$ cat src/rtl/pipelined_load_unit.sv
// Three-stage load pipeline: issue a synchronous memory read, catch the returned
// word, format it and hand it to the register-bank write port with ready/valid backpressure.
module pipelined_load_unit #(
  parameter int DW = 16,
  parameter int AW = 8,
  parameter int RW = 4
) (
  input  logic          clk,
  input  logic          rst_n,
  input  logic          in_valid,
  output logic          in_ready,
  input  logic [RW-1:0] in_rd,
  input  logic [3:0]    in_func,
  input  logic [AW-1:0] in_addr,
  output logic          mem_rd_en,
  output logic [AW-1:0] mem_addr,
  input  logic [DW-1:0] mem_rdata,
  output logic          rf_we,
  output logic [RW-1:0] rf_waddr,
  output logic [DW-1:0] rf_wdata,
  input  logic          rf_ready,
  output logic          err_illegal,
  output logic [15:0]   load_count
);

  // Result is {illegal, data}; unsupported formats yield illegal with zero data.
  function automatic logic [DW:0] format_load(input logic [3:0] func, input logic [DW-1:0] word);
    logic [DW:0] res;
    res = {(DW+1){1'b0}};
    case (func)
      4'b0000: res = {1'b0, word};
      4'b0001: res = {1'b0, {(DW-8){1'b0}}, word[7:0]};
      4'b0010: res = {1'b0, {(DW-8){1'b0}}, word[15:8]};
      4'b0011: res = {1'b0, {(DW-8){word[7]}}, word[7:0]};
      4'b0100: res = {1'b0, {(DW-8){word[15]}}, word[15:8]};
      default: res = {1'b1, {DW{1'b0}}};
    endcase
    return res;
  endfunction

  logic          v1_r, v2_r, v3_r;
  logic [RW-1:0] rd1_r, rd2_r, rd3_r;
  logic [3:0]    func1_r, func2_r;
  logic [AW-1:0] addr1_r;
  logic [DW-1:0] hold_r, data3_r;
  logic          held_r, ill3_r;
  logic [15:0]   count_r;

  logic          s3_free_s, s2_move_s, s1_move_s;
  logic [DW-1:0] s2_data_s;
  logic [DW:0]   fmt_s;

  // An illegal op never waits on the register bank, so it always frees S3.
  assign s3_free_s = ~v3_r | rf_ready | ill3_r;
  assign s2_move_s = v2_r & s3_free_s;
  assign s1_move_s = v1_r & (~v2_r | s2_move_s);
  assign s2_data_s = held_r ? hold_r : mem_rdata;
  assign fmt_s     = format_load(func2_r, s2_data_s);

  assign in_ready    = ~v1_r | s1_move_s;
  assign mem_rd_en   = s1_move_s;
  assign mem_addr    = addr1_r;
  assign rf_we       = v3_r & ~ill3_r;
  assign rf_waddr    = rd3_r;
  assign rf_wdata    = data3_r;
  assign err_illegal = v3_r & ill3_r;
  assign load_count  = count_r;

  // S1 issue stage: capture accepted ops.
  always_ff @(posedge clk) begin
    if (!rst_n) begin
      v1_r    <= 1'b0;
      rd1_r   <= {RW{1'b0}};
      func1_r <= 4'b0000;
      addr1_r <= {AW{1'b0}};
    end else if (in_ready) begin
      v1_r <= in_valid;
      if (in_valid) begin
        rd1_r   <= in_rd;
        func1_r <= in_func;
        addr1_r <= in_addr;
      end
    end
  end

  // S2 data-return stage: the read data is only live for one cycle, so a stalled op keeps a copy.
  always_ff @(posedge clk) begin
    if (!rst_n) begin
      v2_r    <= 1'b0;
      rd2_r   <= {RW{1'b0}};
      func2_r <= 4'b0000;
      hold_r  <= {DW{1'b0}};
      held_r  <= 1'b0;
    end else if (s1_move_s) begin
      v2_r    <= 1'b1;
      rd2_r   <= rd1_r;
      func2_r <= func1_r;
      held_r  <= 1'b0;
    end else if (s2_move_s) begin
      v2_r   <= 1'b0;
      held_r <= 1'b0;
    end else if (v2_r && !held_r) begin
      hold_r <= mem_rdata;
      held_r <= 1'b1;
    end
  end

  // S3 writeback stage: formatted result stays put until the register bank takes it.
  always_ff @(posedge clk) begin
    if (!rst_n) begin
      v3_r    <= 1'b0;
      rd3_r   <= {RW{1'b0}};
      data3_r <= {DW{1'b0}};
      ill3_r  <= 1'b0;
    end else if (s3_free_s) begin
      v3_r <= s2_move_s;
      if (s2_move_s) begin
        rd3_r   <= rd2_r;
        data3_r <= fmt_s[DW-1:0];
        ill3_r  <= fmt_s[DW];
      end
    end
  end

  // Completed register writes.
  always_ff @(posedge clk) begin
    if (!rst_n) begin
      count_r <= 16'd0;
    end else if (rf_we && rf_ready) begin
      count_r <= count_r + 16'd1;
    end
  end

endmodule

$ cat config.mk
export PLATFORM = sky130hd
export DESIGN_NAME = pipelined_load_unit
export DESIGN_NICKNAME = d
export VERILOG_FILES = /design/src/rtl/pipelined_load_unit.sv
export SDC_FILE = /design/constraint.sdc
export NUM_CORES = 1
export LEC_CHECK = 0
export BUFFER_PORTS_ARGS = -buffer_cell sky130_fd_sc_hd__buf_2
export CAP_MARGIN = 20
export CORE_MARGIN = 2
export CORE_UTILIZATION = 49
export DETAILED_ROUTE_END_ITERATION = 6
export PLACE_DENSITY = 0.75
export REMOVE_ABC_BUFFERS = 1
export SLEW_MARGIN = 20
export SYNTH_ARGS = -nofsm -noshare
export SYNTH_HDL_FRONTEND = slang
export SYNTH_SLANG_ARGS = --single-unit
$ cat constraint.sdc
create_clock -name clk -period 4 [get_ports clk]
set_input_delay 0.8 -clock clk [delete_from_list [all_inputs] [get_ports clk]]
set_output_delay 0.8 -clock clk [all_outputs]
set_load 0.005 [all_outputs]
# ---- Word-level counts from Yosys, hierarchy flattened
# Cells that the tools add are included.
dict set report word_totals {
  inputBits 36
  elab_cells 47
  output_inout_bits 48
  ff_bits 81
}
dict set report classes {
  reduce_logical 9
  eq_ne 4
  addsub 1
  mux 4
  bitwise 15
}
# cell count
set ops {}
lappend ops {{$pmux 17 s5} 1}
lappend ops {{$add 16x1->16 const B} 1}
lappend ops {{$mux 16} 1}
lappend ops {{$eq 4x2->1 const B} 2}
lappend ops {{$not 1->1} 7}
lappend ops {{$and 1x1->1} 4}
lappend ops {{$eq 4x1->1 const B} 1}
lappend ops {{$eq 4x3->1 const B} 1}
lappend ops {{$logic_not 4->1} 1}
lappend ops {{$or 1x1->1} 4}
lappend ops {{$reduce_and 2->1} 2}
lappend ops {{$reduce_and 3->1} 1}
lappend ops {{$reduce_or 3->1} 1}
lappend ops {{$logic_and 1x1->1} 2}
lappend ops {{$mux 1} 2}
lappend ops {{$reduce_bool 2->1} 1}
lappend ops {{$logic_not 1->1} 1}

# ---- Depth between registers and ports, before layout
# Gate-level depths: netlist (run 1).
dict set report logic_depth {
  ltp_word 8
  mapped_depth 7
  ltp_nobuf 5
}

# ---- Least setup slack after synthesis (run 1)
# No wires, ideal clock.
dict set report synth_path {
  path_type {in2out}
  startpoint {input rf_ready}
  endpoint {output mem_rd_en}
  path_slack_ns 1.505
  n_path_buf 2
  arrival_ns 1.695
  t_required_ns 3.200
  cell_stages 5
  cell_sequence {buf_2 > and4bb_2 > nand2b_1 > buf_2 > inv_1}
}
dict set report synth_via {
  elab_chain_len 5
}
# item line
set synth_rtl {}
lappend synth_rtl {{from (decl)} 21} ;# input logic rf_ready,
lappend synth_rtl {{$or 1x1->1 (2 in a row)} 54} ;# assign s3_free_s = ~v3_r | rf_ready | ill3_r;
lappend synth_rtl {{$and 1x1->1} 55} ;# assign s2_move_s = v2_r & s3_free_s;
lappend synth_rtl {{$or 1x1->1} 56} ;# assign s1_move_s = v1_r & (~v2_r | s2_move_s);
lappend synth_rtl {{$and 1x1->1} 56}
lappend synth_rtl {{to (decl)} 15} ;# output logic mem_rd_en,
# Every way passes these cells.

# ---- Worst setup path in the final report (run 1)
# Same ends and word-level chain as after synthesis.

==> run summary, run 1 <==
CTS Buffer Depth = 2
met1 Use GR = 25.5%
Routed WL = 7080 um
routed length per instance = 13.6 um
Iter 0 DRT Violations = 137
mux contribution to synthesized area = 9.41%
setup TNS = 0 ns
main combinational cell family by area after synthesis = simple AND/OR/NAND/NOR gates
Worst setup SP type = input port
slew at the pin with the worst max-slew slack = 0.983 ns
Nets = 477
grt met2 use = 30.7%
RD Place Congestion = 0.802
hold path endpoint = mem_addr[1]$_SDFFE_PN0P_
leakage power = 1.72 nW
most frequent cells in the layout = buf_2, dfxtp_1, nand2_1
Critical Path AT = 2.03 ns
Rows = 29
RSZ-0062 raised after global routing = false
Synth cell types = 39
total setup buffers inserted after CTS = 0
Max IR drop VDD = 0.000292 V
Max FO, Critical Path = 9
CP Capture Type = output pin
Final period util = 70.7%
commonest non-fill, non-tap cell in the layout = buf_2
Post-route DRC = 0
area grow syn2layout = 20.5%
PwrDens = 403 mW/mm2
xor/xnor share of the synthesized area = 2.39%
max-slew violations = 0
Final min period = 2.83 ns
Max-Cap Viols = 0
yosys warns = 0
clk sinks = 81
Post-Synth Simple-Gate Area = 19.9%
dpl hpwl = 4820 um
Hold Crit Depth = 2
clk root buf = clkbuf_8
final setup violation count = 0
Worst Hold Class = reg -> reg
Netlist Area Pre-Place = 0.00330 mm2
largest net degree at the start of global routing = 36
Vias/cell = 5.37
post-synthesis sequential area ratio = 49.2%
First-pass DRT Iterations = 4
synthesis-stage register bit count = 81
CP Data Required Time = 3.20 ns
Internal = 1.23 mW
CTS tree = built
reg-to-reg critical path startpoint = v3_r$_SDFFE_PN0P_
H-tree levels = 3
antenna viol nets, final = 0
initial antenna violation count = 0
post-CTS resize count = 0
Clock Latency Late Sink = 0.34 ns
busiest layer in global routing = met2
sw power = 372 uW
final hold violation count = 0
Core ar. = 0.00642 mm2
hold path start = mem_addr[1]$_SDFFE_PN0P_
Post-Synth Adder-Cell Area = 0.380%
placed instance area = 0.00374 mm2
CTS buffer count = 9
critical path class = in -> out
Design Area, Final = 0.00397 mm2
combinational power share = 7.2%
via count = 2805
Die W = 86.0 um
IO Pins = 84
Port Buffers = 83
Clk network pwr share = 40.4%
setup slack, reg-to-reg = 1.95 ns
starting density of the core = 51.3%
Worst-path clk slew = 0.07 ns
Total GRT Usage = 19.6%
Reg2Reg Depth = 4
global-route wire length before repair = 11600 um
Slew Limit Headroom = 33.9%
average cell area after synthesis = 9.03 um2
cts hold-fix bufs = 0
Antenna Cells = 0
Compound-Gate Fraction of Synth Area = 15.4%
status = completed
area of the die = 0.00740 mm2
Die H = 86.0 um
total grt overflow = 0
clk_skew = 0.0146 ns
Flop pwr share = 52.4%
worst r2r dst = rf_wdata[10]$_SDFFE_PN0P_
vias in the first global route = 2579
Post-Synthesis Cells = 365
share of layout cells above drive strength 1 = 26.1%
GR Util met3 = 4.33%
filler cell count = 561
Fmax achieved = 354 MHz
Sw Ratio = 23.2%
how the worst max path moves through the flow:
stage,from,to,slack [ns],cells after the start
4_1_cts,rf_ready,mem_rd_en,1.17,5
3_3_place_gp,rf_ready,mem_rd_en,1.20,5
3_5_place_dp,rf_ready,mem_rd_en,1.18,5
2_1_floorplan,rf_ready,func1_r[0]$_SDFFE_PN0P_,1.44,4
5_1_grt,rf_ready,mem_rd_en,1.08,5
6_report,rf_ready,mem_rd_en,1.17,5
critical path, cell delays in order:
cell      delay (ns)
buf_2           0.15
and4bb_2        0.41
nand2b_1        0.46
inv_1           0.07
buf_2           0.14
per-layer routing:
layer,wire [um],vias up
li1,-,1428
met1,3310,1282
met2,3200,83
met3,432,12
met4,139,0
met5,0,-
synth_stat cells, drive strengths merged:
| library cell | n | area share (%) |
|---|---|---|
| a221o | 8 | 2.4 |
| nand3b | 1 | 0.61 |
| or3 | 8 | 1.5 |
| and4b | 1 | 0.30 |
| nor2b | 2 | 0.38 |
| mux2i | 22 | 6.7 |
| or4 | 2 | 0.57 |
| and4bb | 1 | 0.38 |
| mux2 | 8 | 2.7 |
| nor2 | 31 | 3.5 |
| nand2b | 4 | 0.76 |
| and3 | 2 | 0.38 |
| a21oi | 24 | 3.6 |
| a211oi | 1 | 0.38 |
| clkbuf | 14 | 1.6 |
| dfxtp | 81 | 49 |
| nand2 | 55 | 6.3 |
| o2bb2ai | 8 | 2.1 |
| buf | 8 | 1.1 |
| o21ai | 26 | 4.1 |
| and4 | 1 | 0.27 |
| nand4 | 2 | 0.38 |
| and2 | 2 | 0.38 |
| nand3 | 23 | 3.5 |
| inv | 5 | 0.57 |
| a21boi | 1 | 0.23 |
| nor3 | 2 | 0.30 |
| nor4 | 2 | 0.38 |
| ha | 1 | 0.38 |
| xnor2 | 6 | 1.6 |
| a22o | 8 | 2.1 |
| o211ai | 1 | 0.23 |
| o21a | 1 | 0.23 |
| xor2 | 3 | 0.80 |
metrics by stage:
| stage | utilization (%) | hold WS [ns] | power [mW] | setup WS [ns] | std cells |
|---|---|---|---|---|---|
| finish | 61.8 | 0.446 | 1.60 | 1.17 | 522 |
| global route | 61.8 | 0.471 | 1.67 | 1.08 | 522 |
| CTS | 61.7 | 0.449 | 1.62 | 1.17 | 522 |
| detailed placement | 58.3 | 0.436 | 0.973 | 1.18 | 506 |
| global placement | 58.3 | 0.433 | 0.970 | 1.20 | 506 |
| floorplan | - | 0.428 | 0.918 | 1.44 | 343 |
registers in the layout, indices dropped and copies added (netlist names), 4 cells and up:
| name | flops |
|---|---|
| rd2_r | 4 |
| mem_addr | 8 |
| hold_r | 16 |
| func2_r | 4 |
| rd1_r | 4 |
| func1_r | 4 |
| load_count | 16 |
| rf_waddr | 4 |
| rf_wdata | 16 |
area by class of cell:
type	instances	area, um2	area share (%)
Inverter	5	18.8	0.473
Timing Repair Buffer	86	438	11.0
Multi-Input combinational cell	257	1580	39.7
Sequential cell	81	1620	40.8
Clock inverter	7	95.1	2.39
Clock buffer	9	124	3.12
Tap cell	77	96.3	2.43
cell families after synthesis:
family                     Yosys count
AOI/OAI and AO/OA                   78
xor gates and xnor gates             9
adders and majority gates            1
buffers and inverters               27
DFF                                 81
muxes                               30
and+or+nand+nor                    139
power groups by stage:
stage / Combinational [mW] / Clock [mW] / Sequential [mW]
6_report: 0.115 / 0.647 / 0.839
5_1_grt: 0.128 / 0.704 / 0.842
4_1_cts: 0.116 / 0.664 / 0.839
3_5_place_dp: 0.116 / 0 / 0.857
3_3_place_gp: 0.113 / 0 / 0.857
2_1_floorplan: 0.0599 / 0 / 0.859
Note: power is estimated with default switching activity, not from simulation.
==> run 2, diff against run 1 <==
- ABC_AREA: default -> 1
- PLACE_DENSITY: 0.75 -> 0.74
- clock period: 4 -> 2.7 ns (I/O delays scaled with it)
==> run 2 against run 1 <==
  * Cell count up 27%
  * Highest routed layer unchanged
  * Sequential share of layout area down 1.3 points
  * Die area up 4.5%
  * Clock skew down 0.0030 ns
  * Clock power up 39%
  * Critical endpoint unchanged
  * Largest power group unchanged
  * Worst setup slack worse by 0.58 ns
  * Critical path type is now reg -> out
==> run summary, run 2 <==
status = completed
RSZ-0062 raised after global routing = false
commonest non-fill, non-tap cell in the layout = nand2_1
Post-Synthesis Cells = 484 (+33%)
clk_skew = 0.0116 ns (-0.00300 ns)
post-CTS resize count = 0 (unchanged)
max-slew violations = 0 (unchanged)
area leader, netlist = dfxtp_1
initial antenna violation count = 0 (unchanged)
CP max stage cell = dfxtp_1
largest net degree at the start of global routing = 27 (-25%)
number of synthesized flops with an enable pin = 0 (unchanged)
Final min period = 2.11 ns
Core ar. = 0.00679 mm2 (+5.8%)
post-synthesis sequential area ratio = 47.0% (-2.2 points)
hold path endpoint = rd1_r[3]$_SDFFE_PN0P_
placed instance area = 0.00390 mm2 (+4.1%)
Die W = 87.9 um (+2.2%)
critical path class = reg -> out
hold path start = in_rd[3]
CTS buffer count = 9 (unchanged)
via count = 3243 (+16%)
Worst-path clk slew = 0.08 ns (about the same)
crit path cell chain = inv_2, nor2_4, nand2_4, nor2_8, inv_2, nand2_2, inv_1, buf_2
ys flop type = dfxtp_1
Worst setup SP type = flip-flop
area grow syn2layout = 19.0%
Synth cell types = 27 (-31%)
Routed WL = 7560 um (+6.7%)
Hold Crit Depth = 3 (+1)
area of the die = 0.00773 mm2 (+4.5%)
PwrDens = 581 mW/mm2 (+44%)
leading cell type by number of instances after synthesis = nand2_1
Flop pwr share = 52.7% (+0.3 points)
Max IR drop VDD = 0.000289 V (-0.97%)
Max-Cap Viols = 0 (unchanged)
routed length per instance = 11.4 um (-16%)
final hold violation count = 0 (unchanged)
yosys warns = 0 (unchanged)
Async SR Flop Fraction = 0% (unchanged)
Slew Limit Headroom = 66.6% (+33 points)
starting density of the core = 50.8% (-0.54 points)
Clock Latency Late Sink = 0.34 ns (about the same)
CTS Buffer Depth = 2 (unchanged)
leakage power = 1.99 nW (+16%)
Fmax achieved = 473 MHz
Design Area, Final = 0.00411 mm2 (+3.4%)
total setup buffers inserted after CTS = 0 (unchanged)
Sw Ratio = 24.5% (+1.3 points)
final setup violation count = 0 (unchanged)
RD Place Congestion = 0.850 (+6.1%)
CP dominant cell by count = inv_2
Post-route DRC = 0 (unchanged)
Total GRT Usage = 20.5% (+0.92 points)
Synth top cells by count = nand2_1, dfxtp_1, nor2_1
setup TNS = 0 ns (unchanged)
vias in the first global route = 2901 (+12%)
IO Pins = 84 (unchanged)
combinational power share = 9.7% (+2.5 points)
Vias/cell = 4.88 (-9.1%)
non-filler cells, final = 664 (+27%)
average cell area after synthesis = 7.13 um2 (-21%)
most frequent cells in the layout = nand2_1, buf_2, dfxtp_1
Reg2Reg Depth = 8 (+4)
synthesis-stage register bit count = 81 (unchanged)
Internal = 1.80 mW (+46%)
Netlist Area Pre-Place = 0.00345 mm2 (+4.7%)
share of the synthesized area in the top cell type = 47.0% (-2.2 points)
reg-to-reg critical path startpoint = v3_r$_SDFFE_PN0P_
Worst Hold Class = in -> reg
CP Capture Type = output pin
Nets = 600 (+26%)
Port Buffers = 83 (unchanged)
Iter 0 DRT Violations = 191 (+39%)
Top delay family on crit path = simple AND/OR/NAND/NOR gates
slew at the pin with the worst max-slew slack = 0.499 ns (-0.484 ns)
H-tree levels = 3 (unchanged)
share of layout cells above drive strength 1 = 20.6% (-5.5 points)
worst r2r dst = hold_r[7]$_SDFFE_PN0P_
clk root buf = clkbuf_8
Final period util = 78.2%
Inst Count DP = 648 (+28%)
global-route wire length before repair = 12600 um (+8.3%)
Max FO, Critical Path = 13 (+4)
fin util = 60.4% (-1.4 points)
clk sinks = 81 (unchanged)
cts hold-fix bufs = 0 (unchanged)
setup slack, reg-to-reg = 1.01 ns (-0.94 ns)
CP Data Required Time = 2.16 ns (-1.04 ns)
Critical Path AT = 1.57 ns (-0.46 ns)
total grt overflow = 0 (unchanged)
Rows = 30 (+3.4%)
sw power = 585 uW (+57%)
First-pass DRT Iterations = 4 (unchanged)
CTS tree = built
Die H = 87.9 um (+2.2%)
Crit path largest cell delay = 0.39 ns (-0.07 ns)
Antenna Cells = 0 (unchanged)
CP Buf/Inv Count = 4 (+1)
Synth area leaders = dfxtp_1, nand2_1, o21ai_0, nor2_1, a21oi_1
Clk network pwr share = 37.6% (-2.8 points)
dpl hpwl = 5440 um (+13%)
antenna viol nets, final = 0 (unchanged)
==> run 2: cell count changes after synthesis, sizes merged, moves of 8 or more <==
cell | before | now
or3 | 8 | 0
nor2 | 31 | 73
a21oi | 24 | 37
o21ai | 26 | 56
mux2 | 8 | 0
a221o | 8 | 0
o2bb2ai | 8 | 0
inv | 5 | 46
a22o | 8 | 0
nand3 | 23 | 14
mux2i | 22 | 0
nand2 | 55 | 139
==> run 2: power groups by stage <==
stage / Sequential, mW / Clock (mW) / Combinational, mW
after floorplan: 1.29 / 0 / 0.131
after global placement: 1.28 / 0 / 0.224
after detailed placement: 1.28 / 0 / 0.230
after CTS: 1.26 / 0.919 / 0.232
after global routing: 1.26 / 0.967 / 0.265
final: 1.26 / 0.897 / 0.232
==> run 2: kinds of logic (layout without fill, tap and decap cells) <==
family                   count (synthesis)  after routing  synth area share (%)
AO/OA/AOI/OAI                           98             98                  14.6
buffers and inverters                   65            149                  8.34
flip-flops                              81             81                  47.0
XOR/XNOR                                 2              2                 0.508
adder cells (fa/ha/maj)                  1              1                 0.363
AND/OR/NAND/NOR                        237            237                  29.2
==> run 2: per-stage QoR <==
stage | total power [mW] | worst slack (ns) | hold WS, ns
5_1_grt | 2.49 | 0.464 | 0.449
3_3_place_gp | 1.51 | 0.770 | 0.432
3_5_place_dp | 1.51 | 0.739 | 0.438
4_1_cts | 2.41 | 0.546 | 0.437
2_1_floorplan | 1.42 | 1.07 | 0.424
6_report | 2.38 | 0.588 | 0.445
==> run 2: layout make-up <==
class / instances / area [um2]
Fill cell: 653 / 2690
Sequential cell: 81 / 1620
Multi-Input combinational cell: 338 / 1540
Timing Repair Buffer: 86 / 438
Inverter: 47 / 179
Clock buffer: 12 / 155
Tap cell: 96 / 120
Clock inverter: 4 / 51.3
==> run 2: worst max path at each step <==
stage,slack (ns),depth (start not counted),to,from
floorplan,1.07,8,rf_wdata[10]$_SDFFE_PN0P_,held_r$_SDFFE_PP0P_
global placement,0.77,8,mem_rd_en,rf_ready
detailed placement,0.74,8,mem_rd_en,rf_ready
CTS,0.55,8,mem_rd_en,v3_r$_SDFFE_PN0P_
global route,0.46,8,mem_rd_en,v3_r$_SDFFE_PN0P_
finish,0.59,8,mem_rd_en,v3_r$_SDFFE_PN0P_
==> run 2: tightest hold or removal path, stage by stage <==
cell	delay, ns
buf_2	0.07
o21ai_0	0.07
nor2_1	0.08
==> run 2: per-layer routing <==
metal  global-route usage [%]  vias to the layer above  routed length [um]
li1                         -                     1694                   -
met1                     25.7                     1451                3410
met2                     33.7                       85                3610
met3                     4.52                       13                 383
met4                     9.37                        0                 153
met5                        0                        -                   0
==> run 3, diff against run 2 <==
- CORE_UTILIZATION: 49 -> 48
- PLACE_DENSITY: 0.74 -> 0.76
- clock period: 2.7 -> 1.94 ns (I/O delays scaled with it)
==> run 3 against run 2 <==
  * Clock-buffer cell count is 1 lower
  * Worst setup slack worse by 0.47 ns
  * Cell count is 0.15% higher
  * Global-route usage is 0.45 points lower
  * Sequential share of layout area is 0.31 points lower
  * Clock skew is 0.0045 ns lower
  * Register-to-register slack worse by 0.68 ns
  * Cell area is 0.79% higher
  * Largest power group unchanged
  * Highest routed layer unchanged
==> run summary, run 3 (synthesis results as in run 2) <==
Rows = 30 (unchanged)
initial antenna violation count = 0 (unchanged)
Worst Hold Class = in -> reg
Iter 0 DRT Violations = 154 (-19%)
Total GRT Usage = 20.1% (-0.45 points)
vias in the first global route = 2936 (+1.2%)
Inst Count DP = 651 (+0.46%)
power consumption = 3.41 mW (+43%)
Reg2Reg Depth = 8 (unchanged)
Clock Latency Late Sink = 0.34 ns (about the same)
Core ar. = 0.00687 mm2 (+1.1%)
Fmax achieved = 549 MHz
Critical Path Source = v3_r$_SDFFE_PN0P_
Critical Path AT = 1.43 ns (-0.14 ns)
leakage power = 2.01 nW (+1.1%)
RSZ-0062 raised after global routing = false
CTS buffer count = 9 (unchanged)
total grt overflow = 0 (unchanged)
most frequent cells in the layout = nand2_1, buf_2, dfxtp_1
Final min period = 1.82 ns
final hold violation count = 0 (unchanged)
worst r2r dst = rf_wdata[13]$_SDFFE_PN0P_
antenna viol nets, final = 0 (unchanged)
Setup crit end = mem_rd_en
clk sinks = 81 (unchanged)
Die W = 88.8 um (+0.99%)
Nets = 603 (+0.50%)
Max IR drop VDD = 0.000539 V (+87%)
Worst setup SP type = flip-flop
Post-route DRC = 0 (unchanged)
share of layout cells above drive strength 1 = 20.9% (+0.32 points)
CTS tree = built
Die H = 88.8 um (+0.99%)
Reg area = 0.00162 mm2 (unchanged)
critical path class = reg -> out
status = completed
RD Place Congestion = 0.912 (+7.3%)
area of the multi-input gates = 0.00154 mm2 (unchanged)
Port Buffers = 83 (unchanged)
final setup violation count = 0 (unchanged)
slew at the pin with the worst max-slew slack = 0.454 ns (-0.0454 ns)
CP Data Required Time = 1.55 ns (-0.61 ns)
global-route wire length before repair = 12500 um (-1.3%)
filler cell count = 638 (-2.3%)
Final period util = 93.9%
area grow syn2layout = 19.9%
Max FO, Critical Path = 5 (-8)
final hold slack = 0.298 ns (-0.147 ns)
Worst-path clk slew = 0.08 ns (about the same)
reg-to-reg critical path startpoint = held_r$_SDFFE_PP0P_
Hold Crit Depth = 3 (unchanged)
Max-Cap Viols = 0 (unchanged)
setup slack, reg-to-reg = 0.33 ns (-0.68 ns)
dpl hpwl = 5570 um (+2.4%)
total setup buffers inserted after CTS = 0 (unchanged)
PwrDens = 823 mW/mm2 (+42%)
Slew Limit Headroom = 69.7% (+3.0 points)
CTS Buffer Depth = 2 (unchanged)
IO Pins = 84 (unchanged)
Antenna Cells = 0 (unchanged)
commonest non-fill, non-tap cell in the layout = nand2_1
First-pass DRT Iterations = 4 (unchanged)
starting density of the core = 50.2% (-0.56 points)
Routed WL = 7420 um (-1.8%)
cts hold-fix bufs = 0 (unchanged)
Vias/cell = 4.83 (-1.1%)
clk_skew = 0.00708 ns (-0.00452 ns)
via count = 3211 (-0.99%)
routed length per instance = 11.2 um (-2.0%)
H-tree levels = 3 (unchanged)
max-slew violations = 0 (unchanged)
largest net degree at the start of global routing = 50 (+85%)
post-CTS resize count = 0 (unchanged)
CP Capture Type = output pin
area of the die = 0.00788 mm2 (+2.0%)
clk root buf = clkbuf_8
setup TNS = 0 ns (unchanged)
non-filler cells, final = 665 (+0.15%)
run 3: how the worst min path moves through the flow:
| stage | startpoint | to | slack [ns] |
|---|---|---|---|
| final | in_addr[6] | mem_addr[6]$_SDFFE_PN0P_ | 0.30 |
| after global routing | in_func[1] | func1_r[1]$_SDFFE_PN0P_ | 0.31 |
| after CTS | in_addr[6] | mem_addr[6]$_SDFFE_PN0P_ | 0.29 |
| after detailed placement | rf_wdata[1]$_SDFFE_PN0P_ | rf_wdata[1]$_SDFFE_PN0P_ | 0.44 |
| after global placement | rf_wdata[2]$_SDFFE_PN0P_ | rf_wdata[2]$_SDFFE_PN0P_ | 0.44 |
| after floorplan | hold_r[12]$_SDFFE_PN0P_ | hold_r[12]$_SDFFE_PN0P_ | 0.42 |
run 3: cell type report:
| type | count | area share, % |
|---|---|---|
| clock inverters | 3 | 1.57 |
| inverters | 47 | 4.32 |
| clock buffers | 11 | 3.66 |
| multi-input cells | 338 | 37.2 |
| repair buffers | 89 | 11.1 |
| flip-flops and latches | 81 | 39.2 |
| well taps | 96 | 2.90 |
run 3: worst max-delay path, stage by stage (launching register included):
cell	delay (ns)
dfxtp_1	0.38
inv_2	0.06
nor2_4	0.11
nand2_4	0.09
nor2_8	0.12
inv_2	0.05
nand2_2	0.06
inv_1	0.08
buf_2	0.14
run 3: per-stage QoR:
| stage | worst slack [ns] | cell area [um2] | utilization [%] |
|---|---|---|---|
| final | 0.118 | 4140 | 60.3 |
| after detailed placement | 0.335 | 3920 | 57.1 |
| after CTS | 0.0812 | 4140 | 60.3 |
| after global placement | 0.344 | 3920 | 57.1 |
| after global routing | 0.00621 | 4140 | 60.3 |
| after floorplan | 0.312 | 3340 | - |
run 3: report_power, final:
| group | total, mW | switching [mW] | internal, mW |
|---|---|---|---|
| Sequential | 1.75 | 0.0323 | 1.72 |
| Combinational | 0.319 | 0.195 | 0.124 |
| Clock | 1.34 | 0.558 | 0.779 |
| Total | 3.41 | 0.785 | 2.62 |
run 3: routing by layer:
layer  vias to the layer above  wire length, um  GRT usage [%]
li1                       1697                -              -
met1                      1431             3400           25.2
met2                        73             3490           33.4
met3                        10              438           5.13
met4                         0               95           7.16
met5                         -                0              0
